## config.mk

```make
export PLATFORM = sky130hd
export DESIGN_NAME = keycode_event_decoder_flat
export DESIGN_NICKNAME = d
export VERILOG_FILES = /design/src/rtl/keycode_pkg.sv /design/src/rtl/keycode_event_decoder_if.sv /design/src/rtl/keycode_fifo.sv /design/src/rtl/keycode_event_decoder.sv /design/src/flat_wrapper.sv
export SDC_FILE = /design/constraint.sdc
export NUM_CORES = 1
export LEC_CHECK = 0
export BUFFER_PORTS_ARGS = -buffer_cell sky130_fd_sc_hd__buf_2
export CORE_ASPECT_RATIO = 0.8
export CORE_MARGIN = 3
export CORE_UTILIZATION = 64
export CTS_CLUSTER_SIZE = 10
export DETAILED_ROUTE_END_ITERATION = 10
export PLACE_DENSITY_LB_ADDON = 0.08
export RECOVER_POWER = 50
export SYNTH_ARGS = -nofsm -noshare
export SYNTH_HDL_FRONTEND = slang
export SYNTH_SLANG_ARGS = --single-unit
```

## constraint.sdc

```tcl
create_clock -name clk -period 5.01 [get_ports clk]
set_input_delay 0.2505 -clock clk [delete_from_list [all_inputs] [get_ports clk]]
set_output_delay 0.2505 -clock clk [all_outputs]
set_load 0.05 [all_outputs]
```

## src/rtl/keycode_pkg.sv

```systemverilog
// Shared types for the keycode event decoder: event record, "no key" code and FSM states.
package keycode_pkg;

  localparam logic [7:0] KEY_NONE = 8'h00;

  typedef struct packed {
    logic       make;
    logic [7:0] code;
  } key_evt_t;

  typedef enum logic [1:0] {
    StIdle,
    StPushBrk,
    StPushMak
  } key_state_e;

endpackage

```

## src/rtl/keycode_event_decoder_if.sv

```systemverilog
// Event pop handshake between the keycode decoder (master) and the game logic (slave).
interface keycode_event_decoder_if;

  logic       evt_valid;
  logic       evt_ready;
  logic       evt_make;
  logic [7:0] evt_code;

  modport master (
    output evt_valid,
    output evt_make,
    output evt_code,
    input  evt_ready
  );

  modport slave (
    input  evt_valid,
    input  evt_make,
    input  evt_code,
    output evt_ready
  );

endinterface

```

## src/rtl/keycode_fifo.sv

```systemverilog
// Synchronous show-ahead FIFO of key events; head reads as zero when empty.
module keycode_fifo
  import keycode_pkg::*;
#(
  parameter int unsigned DEPTH = 8
) (
  input  logic                     clk,
  input  logic                     rst,
  input  logic                     push,
  input  key_evt_t                 wdata,
  input  logic                     pop,
  output key_evt_t                 rdata,
  output logic                     full,
  output logic                     empty,
  output logic [$clog2(DEPTH):0]   count
);

  localparam int unsigned PtrW = $clog2(DEPTH);
  localparam logic [PtrW:0] CntFull = (PtrW + 1)'(DEPTH);

  key_evt_t        mem_q [DEPTH];
  logic [PtrW-1:0] wptr_q, rptr_q;
  logic [PtrW:0]   count_q;
  logic            do_push, do_pop;

  assign empty   = (count_q == '0);
  assign full    = (count_q == CntFull);
  assign do_pop  = pop & ~empty;
  // A pop in the same cycle frees the slot the push needs.
  assign do_push = push & (~full | do_pop);
  assign rdata   = empty ? key_evt_t'('0) : mem_q[rptr_q];
  assign count   = count_q;

  always_ff @(posedge clk or posedge rst) begin
    if (rst) begin
      wptr_q  <= '0;
      rptr_q  <= '0;
      count_q <= '0;
    end else begin
      if (do_push) wptr_q <= wptr_q + 1'b1;
      if (do_pop)  rptr_q <= rptr_q + 1'b1;
      count_q <= count_q + (PtrW + 1)'(do_push) - (PtrW + 1)'(do_pop);
    end
  end

  always_ff @(posedge clk) begin
    if (do_push) mem_q[wptr_q] <= wdata;
  end

endmodule

```

## src/rtl/keycode_event_decoder.sv

```systemverilog
// Filters the raw PIO keycode and queues make/break events for the game logic.
// Auto-repeat of held keys is built only when KEYCODE_REPEAT_EN is defined.
module keycode_event_decoder
  import keycode_pkg::*;
#(
  parameter int unsigned STABLE_CYCLES = 16,
  parameter int unsigned FIFO_DEPTH    = 8
`ifdef KEYCODE_REPEAT_EN
  ,
  parameter int unsigned REPEAT_DELAY  = 25_000_000,
  parameter int unsigned REPEAT_PERIOD = 2_500_000
`endif
) (
  input  logic                          clk,
  input  logic                          rst,
  input  logic [7:0]                    keycode,
  keycode_event_decoder_if.master       evt,
  output logic [7:0]                    cur_key,
  output logic [$clog2(FIFO_DEPTH):0]   fifo_count,
  output logic                          overflow,
  input  logic                          clr_overflow
);

  localparam int unsigned CntW = (STABLE_CYCLES > 2) ? $clog2(STABLE_CYCLES) : 1;
  localparam logic [CntW-1:0] CntMax = CntW'(STABLE_CYCLES - 1);
  localparam logic [CntW-1:0] CntArm = CntW'(STABLE_CYCLES - 2);

  key_state_e    state_q, state_d;
  logic [CntW-1:0] cnt_q, cnt_d;
  logic [7:0]    cand_q, cur_q, cur_d, old_q, old_d, new_q, new_d;
  logic          overflow_q, overflow_d;
  logic          accept;
  logic          fsm_push, push, pop, full, empty;
  key_evt_t      fsm_evt, push_evt, head;

  // Counter saturates so a change held during a busy FSM is still seen once it is idle.
  always_comb begin
    cnt_d = cnt_q;
    if (keycode != cand_q) begin
      cnt_d = '0;
    end else if (cnt_q != CntMax) begin
      cnt_d = cnt_q + 1'b1;
    end
  end

  assign accept = (state_q == StIdle) && (keycode == cand_q) && (cnt_q >= CntArm) &&
                  (cand_q != cur_q);

  always_comb begin
    state_d  = state_q;
    cur_d    = cur_q;
    old_d    = old_q;
    new_d    = new_q;
    fsm_push = 1'b0;
    fsm_evt  = '0;
    unique case (state_q)
      StIdle: begin
        if (accept) begin
          old_d   = cur_q;
          new_d   = cand_q;
          cur_d   = cand_q;
          state_d = (cur_q != KEY_NONE) ? StPushBrk : StPushMak;
        end
      end
      StPushBrk: begin
        fsm_push = 1'b1;
        fsm_evt  = '{make: 1'b0, code: old_q};
        state_d  = (new_q != KEY_NONE) ? StPushMak : StIdle;
      end
      StPushMak: begin
        fsm_push = 1'b1;
        fsm_evt  = '{make: 1'b1, code: new_q};
        state_d  = StIdle;
      end
      default: state_d = StIdle;
    endcase
  end

`ifdef KEYCODE_REPEAT_EN
  logic [31:0] rpt_q, rpt_d;
  logic        first_q, first_d;
  logic        rpt_push;

  // rpt_q counts cycles since the last make (original or repeated) of the held key.
  always_comb begin
    rpt_d    = rpt_q;
    first_d  = first_q;
    rpt_push = 1'b0;
    if (state_q == StPushMak) begin
      rpt_d   = 32'd1;
      first_d = 1'b1;
    end else if (accept || (state_q != StIdle) || (cur_q == KEY_NONE)) begin
      rpt_d = '0;
    end else if (rpt_q == (first_q ? REPEAT_DELAY : REPEAT_PERIOD)) begin
      rpt_push = 1'b1;
      rpt_d    = 32'd1;
      first_d  = 1'b0;
    end else begin
      rpt_d = rpt_q + 32'd1;
    end
  end

  always_ff @(posedge clk or posedge rst) begin
    if (rst) begin
      rpt_q   <= '0;
      first_q <= 1'b1;
    end else begin
      rpt_q   <= rpt_d;
      first_q <= first_d;
    end
  end

  assign push     = fsm_push | rpt_push;
  assign push_evt = fsm_push ? fsm_evt : key_evt_t'{make: 1'b1, code: cur_q};
`else
  assign push     = fsm_push;
  assign push_evt = fsm_evt;
`endif

  assign pop = ~empty & evt.evt_ready;

  // A drop outranks a same-cycle clear so no lost event goes unreported.
  always_comb begin
    overflow_d = overflow_q;
    if (push && full && !pop) begin
      overflow_d = 1'b1;
    end else if (clr_overflow) begin
      overflow_d = 1'b0;
    end
  end

  always_ff @(posedge clk or posedge rst) begin
    if (rst) begin
      state_q    <= StIdle;
      cnt_q      <= '0;
      cand_q     <= KEY_NONE;
      cur_q      <= KEY_NONE;
      old_q      <= KEY_NONE;
      new_q      <= KEY_NONE;
      overflow_q <= 1'b0;
    end else begin
      state_q    <= state_d;
      cnt_q      <= cnt_d;
      cand_q     <= keycode;
      cur_q      <= cur_d;
      old_q      <= old_d;
      new_q      <= new_d;
      overflow_q <= overflow_d;
    end
  end

  keycode_fifo #(
    .DEPTH (FIFO_DEPTH)
  ) u_fifo (
    .clk   (clk),
    .rst   (rst),
    .push  (push),
    .wdata (push_evt),
    .pop   (pop),
    .rdata (head),
    .full  (full),
    .empty (empty),
    .count (fifo_count)
  );

  assign evt.evt_valid = ~empty;
  assign evt.evt_make  = head.make;
  assign evt.evt_code  = head.code;
  assign cur_key       = cur_q;
  assign overflow      = overflow_q;

endmodule
```

## src/flat_wrapper.sv

```systemverilog
// flat-port wrapper written by rule: the top's interface ports become plain ports
module keycode_event_decoder_flat import keycode_pkg::*;
#(
  parameter int unsigned STABLE_CYCLES = 16,
  parameter int unsigned FIFO_DEPTH    = 8

)
  (clk, rst, keycode, cur_key, fifo_count, overflow, clr_overflow, evt_evt_valid, evt_evt_make, evt_evt_code, evt_evt_ready);
  keycode_event_decoder_if evt_i ();
  input  logic clk;
  input  logic rst;
  input  logic [7:0] keycode;
  output logic [7:0] cur_key;
  output logic [$clog2(FIFO_DEPTH):0] fifo_count;
  output logic overflow;
  input  logic clr_overflow;
  output wire logic [$bits(evt_i.evt_valid)-1:0] evt_evt_valid;
  output wire logic [$bits(evt_i.evt_make)-1:0] evt_evt_make;
  output wire logic [$bits(evt_i.evt_code)-1:0] evt_evt_code;
  input wire logic [$bits(evt_i.evt_ready)-1:0] evt_evt_ready;
  assign evt_evt_valid = evt_i.evt_valid;
  assign evt_evt_make = evt_i.evt_make;
  assign evt_evt_code = evt_i.evt_code;
  assign evt_i.evt_ready = evt_evt_ready;
  keycode_event_decoder #(.STABLE_CYCLES(STABLE_CYCLES), .FIFO_DEPTH(FIFO_DEPTH)) u_core (.clk(clk), .rst(rst), .keycode(keycode), .evt(evt_i), .cur_key(cur_key), .fifo_count(fifo_count), .overflow(overflow), .clr_overflow(clr_overflow));
endmodule
```

### Yosys cells after proc, flatten, opt, wreduce, memory -nomap -nowiden

Memories as Yosys holds them, arrays and structs flattened.
Cells that the tools add are included.

* input bits: 12
* flip-flop bits (word level): 41
* bits in writable memories: 72
* output and inout bits: 23
* memories kept: 1

* add/sub/neg operators: 5
* $lt $le $gt $ge: 1
* bitwise operators: 6
* muxes and demuxes: 13
* eq/ne operators: 8
* reductions and logical operators: 13

Memory list
* u_core.u_fifo.mem_q: words 8, bits a word 9, read ports 1, clocked after Yosys merged registers in 0, wr ports 1, line keycode_fifo.sv:21 `key_evt_t mem_q [DEPTH];`

Operator list (count)
* case mux 9 bit (2 select lines): 1
* != test 8 bit: 2
* two-way mux 9 bit: 1
* equality test 8 bit: 1
* two-way mux 4 bit: 2
* nonzero test 8 bit: 1
* adder 3 x 1 -> 3 bit, second input constant: 2
* two-way mux 2 bit: 3
* logical AND 1 bit: 5
* two-way mux 1 bit: 5
* adder 4 x 1 -> 4 bit: 1
* adder 4 x 1 -> 4 bit, second input constant: 1
* equality test 4 bit, second input constant: 1
* greater-or-equal comparator 4 bit, second input constant: 1
* zero test 4 bit: 1
* != test 4 bit, second input constant: 1
* case mux 2 bit (2 select lines): 1
* nonzero test 2 bit: 2
* subtractor 4 x 1 -> 4 bit: 1
* AND 1 bit: 3
* equality test 2 x 1 -> 1 bit, second input constant: 1
* equality test 2 bit, second input constant: 1
* zero test 2 bit: 1
* != test 2 x 1 -> 1 bit, second input constant: 1
* other kinds (5): 6

### Depth between registers and ports, before layout

Gate-level depths: netlist of the first run.

* word-level depth: 8
* gate-level depth with buffers: 13

### Cells and area by module

Synthesis of the first run repeated with hierarchy kept, for this count alone.

* cells, all modules: 292
* area, all modules: 4943.5 um2

Modules (own cells, without submodules)
* keycode_fifo: instances 1, cells an instance 165, area each 3355.7 um2
* keycode_event_decoder: instances 1, cells an instance 127, area each 1587.8 um2

### Least setup slack after synthesis of the first run

OpenSTA, ideal clock, no wires.

* path kind: flip-flop to flip-flop
* start: reg u_core.u_fifo.count_q[2] (netlist: u_core.u_fifo.count[2])
* end: reg u_core.u_fifo.count_q[2] (netlist: u_core.u_fifo.count[2])
* slack: 1867 ps
* required time: 4887 ps
* library setup time: 123 ps
* path buffers: 1
* arrival: 3020 ps
* stages on the path, launching flop included: 14
* cells stage by stage: dfrtp_1 inv_1 ha_1 and2_1 clkbuf_1 inv_1 nand2_1 or2_2 inv_1 a21o_1 ha_1 inv_1 fa_1 xnor2_1

* longest elaborated chain between the ends: 8

Ends and longest elaborated chain
* from (decl): line keycode_fifo.sv:23 `logic [PtrW:0] count_q;`
* from (signal assigned): line keycode_fifo.sv:42 `count_q <= count_q + (PtrW + 1)'(do_push) - (PtrW + 1)'(do_pop);`
* zero test 4 bit (*): line keycode_fifo.sv:26 `assign empty = (count_q == '0);`
* NOT 1 bit (*)
* net evt_evt_valid: line flat_wrapper.sv:17 `output wire logic [$bits(evt_i.evt_valid)-1:0] evt_evt_valid;`
* AND 1 bit: line keycode_event_decoder.sv:120 `assign pop = ~empty & evt.evt_ready;`
* AND 1 bit (*): line keycode_fifo.sv:28 `assign do_pop = pop & ~empty;`
* OR 1 bit: line keycode_fifo.sv:30 `assign do_push = push & (~full | do_pop);`
* AND 1 bit: line keycode_fifo.sv:30
* adder 4 x 1 -> 4 bit: line keycode_fifo.sv:42
* subtractor 4 x 1 -> 4 bit (*): line keycode_fifo.sv:42

Mark *: on every way through the listed nets, which the timed path passes. The rest lies on a longest branch.
A chain may end at the register's enable or synchronous reset.

### Final worst setup path of the first run

* start: reg u_core.state_q[1]
* end: mem u_core.u_fifo.mem_q[0][4] (netlist name) (enable)

* longest elaborated chain between the ends: 6

Ends and longest elaborated chain
* from (decl): line keycode_event_decoder.sv:28 `key_state_e state_q, state_d;`
* from (signal assigned): line keycode_event_decoder.sv:134 `state_q <= StIdle;`
* from (signal assigned): line keycode_event_decoder.sv:142 `state_q <= state_d;`
* equality test 2 bit or equality test 2 x 1 -> 1 bit (tied branches): line keycode_event_decoder.sv:56 `unique case (state_q)`
* OR reduction 2 bit (no source line) (*)
* two-way mux 1 bit (*): line keycode_event_decoder.sv:56
* AND 1 bit (*): line keycode_fifo.sv:30
* two-way mux 1 bit (*): line keycode_fifo.sv:47 `if (do_push) mem_q[wptr_q] <= wdata;`
* two-way mux 1 bit (not written as such) (*): line keycode_fifo.sv:47
* to (decl): line keycode_fifo.sv:21

Every way passes the cells marked *; elsewhere a longest branch is shown, timed or not.

==> flow_summary.ini, run 1 <==
[status]
outcome = complete, but fails checks
violations = capacitance limit, slew limit

[routing]
firstDrtPassIters = 5
drc = 0
route.vias.total = 2760
routed_wl_um = 9470
avgRoutedWirePerCell_um = 20.3
postRouteAntennaNets = 0
via_per_inst = 5.92
drt-initial-drc-count = 147

[power]
cellLeakagePower_nw = 2.25
p_total_mw = 3.05
internal_power_mw = 2.05
ir_worst_vdd_uv = 441
p_sw_uw = 993
clkPwrFrac = 0.367
pwr-share-comb = 0.272
power_density_nw_per_um2 = 530
swShare = 0.326
p_seq_frac = 0.361

[grt]
antenna_found_initial = 0
grt_pass1_vias = 2862
grt_pass1_wl_um = 15200
grt_overflow_total = 0
grt_usage = 0.246
grt_max_degree = 42

[timing]
relSlewSlack = -0.417
finalSetupTns_ns = 0
fin_crit_sh = 0.604
finalSetupViolCount = 0
layout_setup_ws_ns = 1.99
rsz0062_at_grt = false
final_hold_viol_count = 0
fin_skew_ns = 0.00917
min_period_ns = 3.02
tightest_slew_ns = 2.13
drv_slew = 42
clock.fmax_mhz = 331

[clock_network]
post_cts_buffers = 0
cts_tree = done
post_cts_resized = 0
clkSinkCount = 113
htreeDepth = 4
clk_pin_slew_ns = 0.05
cts_buffers = 17
cts_root_buf = clkbuf_8
clk_path_buf_depth = 2
clk_latency_ns = 0.51

[critical_path]
crit_type = reg2reg
critPathLaunchType = register
end_kind = register
crit_arrival_ns = 3.14
cp_data_required_time_ns = 5.13
critPathMaxFanout = 11

[finish]
multi_input_area_um2 = 1550
final_area_um2 = 5750
layout.area.seq_um2 = 3190
utilization = 0.806
syn2layout_area_growth_pct = 18.4
fin_nets = 378
final_layout_size_suffix_gt1_frac = 0.225
diodes = 0
n_fill_cell = 382

[placement]
port_buffers = 34
pre_cts_ws_ns = 1.93
dp_hpwl_um = 5720
place_congestion = 0.702
placed_area_um2 = 5110

[die]
initial_core_util = 0.681
core_area_um2 = 7130
num_rows = 27
die_y_um = 83.9
die_width_um = 103
dieArea_um2 = 8680
ios = 35

[logic_synthesis]
synthTopCellsByCount = edfxtp_1 (72), dfrtp_1 (41), nor2_1 (22), mux4_2 (18)
synth_top_area_frac = 0.445
synth.most_common_cell = edfxtp_1
ys_types = 38
ys_async_sr_fraction = 0.363
synth.net_count = 323
synth_edf_count = 72
netlist_top_cells_area = edfxtp_1 (45%), dfrtp_1 (21%), mux4_2 (8.3%)
synth.avg_cell_area_um2 = 16.3
synth_top_area_cell = edfxtp_1
synth_warnings = 0
dominantRegCellSynth = edfxtp_1
yosysSeqAreaShare = 0.657
synth_seq_cells = 113
synth_area_um2 = 4860
synthCells = 297

[run]
cap_violations = 1

[worst_hold_path]
min-delay-path-class = in2reg
-- sequential cells by signal, indices dropped and copies added (netlist names) --
signal,flops
u_core.u_fifo.wptr_q,3
u_core.old_q,8
u_core.u_fifo.rptr_q,3
u_core.state_q,2
u_core.u_fifo.count,4
u_core.overflow,1
u_core.cnt_q,4
u_core.cur_key,8
u_core.cand_q,8
u_core.u_fifo.mem_q,72
-- power groups by stage --
stage               logic, mW  clock network, mW  registers (mW)
global placement        0.824                  0            1.12
floorplan               0.662                  0            1.12
CTS                     0.844               1.13            1.10
global route            0.896               1.18            1.11
finish                  0.829               1.12            1.10
detailed placement      0.829                  0            1.12
-- path summary, 6_finish.rpt --
| kind | from | endpoint | slack (ns) | depth (start not counted) |
|---|---|---|---|---|
| setup / recovery | u_core.state_q[1] | u_core.u_fifo.mem_q[0][4] | 1.99 | 6 |
| hold / removal | evt_evt_ready | u_core.u_fifo.rptr_q[2] | 0.04 | 3 |
| setup reg to reg | u_core.state_q[1] | u_core.u_fifo.mem_q[0][4] | 1.99 | 6 |
| hold reg to reg | u_core.old_q[1] | u_core.old_q[1] | 0.51 | 1 |
| max in group asynchronous | rst | u_core.state_q[1] | 2.73 | 4 |
| min in group asynchronous | rst | u_core.u_fifo.count[1] | 1.05 | 4 |
-- cell families (layout without fill, tap and decap cells) --
logic type	Yosys count	count (layout)	synth area share
AOI/OAI and AO/OA	18	18	0.0263
xor gates and xnor gates	23	23	0.0415
adders and majority gates	14	14	0.0376
buffers and inverters	24	92	0.0240
DFF	113	113	0.657
muxes	47	47	0.155
and+or+nand+nor	58	58	0.0593
-- critical path, cell delays in order, from the launching register on --
cell and delay, ns:
dfrtp_1 0.38, inv_1 0.09, ha_1 0.47, inv_1 0.07
a31oi_1 0.42, nand2b_1 0.22, nor3_1 0.98
-- final cells by class --
type                            instances  area share
Tap cell                              101      0.0220
Clock buffer                           24      0.0912
Multi-Input combinational cell        160       0.270
Timing Repair Buffer                   47      0.0457
Clock inverter                          8     0.00805
Sequential cell                       113       0.555
Inverter                               13     0.00849
-- through the flow --
stage / cells / hold WS (ns)
2_1_floorplan: 297 / 0.282
3_3_place_gp: 424 / 0.381
3_5_place_dp: 424 / 0.383
4_1_cts: 466 / 0.0155
5_1_grt: 466 / 0.0652
6_report: 466 / 0.0390
-- routing by layer --
metal	GRT usage	wire (um)	vias to the layer above
met2	0.371	4560	122
met5	0	0	-
met1	0.334	4090	1395
li1	-	-	1221
met4	0.0906	206	0
met3	0.0827	623	22
-- cells in the final DEF, fill, tap and decap left out, types with 2 or more instances in the layout --
| cell type | Yosys | final |
|---|---|---|
| edfxtp_1 | 72 | 72 |
| dfrtp_1 | 41 | 41 |
| clkbuf_1 | 6 | 24 |
| nor2_1 | 22 | 22 |
| clkbuf_16 | 0 | 19 |
| mux4_2 | 18 | 18 |
| xnor2_1 | 13 | 13 |
| inv_1 | 13 | 13 |
| ha_1 | 13 | 13 |
| buf_2 | 2 | 13 |
| mux2i_1 | 11 | 11 |
| xor2_1 | 10 | 10 |
| dlygate4sd3_1 | 0 | 10 |
| mux2_4 | 9 | 9 |
| mux2_2 | 9 | 9 |
| a22oi_1 | 8 | 8 |
| nor2b_1 | 8 | 8 |
| nand2_1 | 6 | 6 |
| clkinv_2 | 0 | 5 |
| nand2b_1 | 4 | 4 |
| nor3_1 | 4 | 4 |
| nand4_1 | 3 | 3 |
| nand3_1 | 3 | 3 |
| clkbuf_8 | 0 | 3 |
| nor4_1 | 2 | 2 |
| a31oi_1 | 2 | 2 |
| or4_1 | 2 | 2 |
| a21o_1 | 2 | 2 |
| clkinvlp_4 | 0 | 2 |
| buf_4 | 0 | 2 |
-- timing repair --
action,in CTS,in global routing
setup endpoints to repair,0,0
endpoints found under the hold margin,50,0
hold buffers,10,0
(Power assumes the default switching activity.)
==> inputs of run 2 (changes only) <==
Settings changed: CORE_UTILIZATION 64 to 54.
Clock period 5.01 ns to 2.7 ns, I/O delays scaled along.
==> flow_summary.ini, run 2 (synthesis results as in run 1) <==
[status]
outcome = finished clean

[finish]
layout.area.seq_um2 = 3190
final_area_um2 = 5870
fin_nets = 389
final_common_cell = edfxtp_1
multi_input_area_um2 = 1550
final_layout_size_suffix_gt1_frac = 0.253
syn2layout_area_growth_pct = 20.8
final_cell_mix = edfxtp_1 (72), dfrtp_1 (38), clkbuf_1 (24)
regMostFlops = u_core.u_fifo.mem_q
n_fill_cell = 604
diodes = 0
largest_reg_flops = 72

[clock_network]
cts_tree = done
htreeDepth = 4
clk_path_buf_depth = 2
clk_pin_slew_ns = 0.05
cts_buffers = 17
post_cts_resized = 0
clk_latency_ns = 0.40
clkSinkCount = 113
cts_root_buf = clkbuf_16

[die]
dieArea_um2 = 10200
num_rows = 30
die_width_um = 112
ios = 35
initial_core_util = 0.562
die_y_um = 90.8
core_area_um2 = 8630

[grt]
antenna_found_initial = 0
grt_usage = 0.201
grt_pass1_wl_um = 15100
grt_overflow_total = 0
grt_max_degree = 26
grt_pass1_vias = 2808

[critical_path]
critPathMaxFanout = 5
cp_data_required_time_ns = 2.99
end_kind = register
critPathLaunchType = register
crit_arrival_ns = 2.70
crit_type = reg2reg

[timing]
fin_crit_sh = 0.892
relSlewSlack = 0.344
finalSetupTns_ns = 0
rsz0062_at_grt = false
finalSetupViolCount = 0
tightest_slew_ns = 0.984
holdWs_ns = 0.0294
min_period_ns = 2.41
fin_skew_ns = 0.00963
layout_setup_ws_ns = 0.291
clock.fmax_mhz = 415
drv_slew = 0
final_hold_viol_count = 0

[power]
ir_worst_vdd_uv = 721
power_density_nw_per_um2 = 985
cellLeakagePower_nw = 2.33
p_total_mw = 5.78

[routing]
avgRoutedWirePerCell_um = 19.0
firstDrtPassIters = 4
via_per_inst = 5.47
drc = 0
routed_wl_um = 9280
drt-initial-drc-count = 166
postRouteAntennaNets = 0
route.vias.total = 2669

[placement]
pre_cts_ws_ns = 0.415
dp_hpwl_um = 5970
placed_area_um2 = 5220
port_buffers = 34
place_congestion = 0.774

[run]
cap_violations = 0

[worst_hold_path]
min-delay-path-class = in2reg
==> run 2: critical path: stages, from the launching register on <==
cell and delay (ns):
dfrtp_2 0.37, inv_2 0.05, ha_1 0.19, and2_0 0.19
clkinvlp_4 0.11, nand2_1 0.12, or2_2 0.32, inv_1 0.11
a21o_1 0.10, ha_1 0.16, inv_1 0.06, fa_1 0.38
xnor2_1 0.13
==> run 2: worst paths after layout <==
| path | from | endpoint | slack (ns) | depth (start not counted) |
|---|---|---|---|---|
| max | u_core.u_fifo.count[2] | u_core.u_fifo.count[2] | 0.29 | 12 |
| min | evt_evt_ready | u_core.u_fifo.rptr_q[2] | 0.03 | 3 |
| max reg2reg | u_core.u_fifo.count[2] | u_core.u_fifo.count[2] | 0.29 | 12 |
| min reg2reg | u_core.old_q[5] | u_core.old_q[5] | 0.52 | 1 |
| max in group asynchronous | rst | u_core.cur_key[7] | 1.02 | 4 |
| min in group asynchronous | rst | u_core.cand_q[7] | 0.36 | 3 |
==> run 2: cell type report <==
cell class | count | area share
clock buffers | 17 | 0.0725
multi-input cells | 160 | 0.264
flip-flops and latches | 113 | 0.544
inverters | 13 | 0.00896
repair buffers | 58 | 0.0580
clock inverters | 15 | 0.0284
well taps | 112 | 0.0239
==> run 2: what timing repair did <==
item,in CTS,in global routing
hold buffers,10,0
buffers inserted,0,0
endpoints found under the setup margin,0,0
endpoints found under the hold margin,33,0
==> run 2: metrics by stage <==
stage / std cells / utilization
after global routing: 488 / 0.680
after global placement: 446 / 0.604
after CTS: 488 / 0.684
final: 488 / 0.680
after floorplan: 297 / -
after detailed placement: 446 / 0.604
==> run 2: power by group <==
part / internal, mW / switching, mW / total [mW]
logic: 0.584 / 1.00 / 1.58
clock network: 1.44 / 0.760 / 2.20
registers: 1.90 / 0.0978 / 2.00
total: 3.92 / 1.86 / 5.78
==> run 2: metal layers <==
layer	track usage	wire, um
met3	0.0589	382
met5	0	0
met4	0.0791	93
met2	0.289	4380
met1	0.291	4420
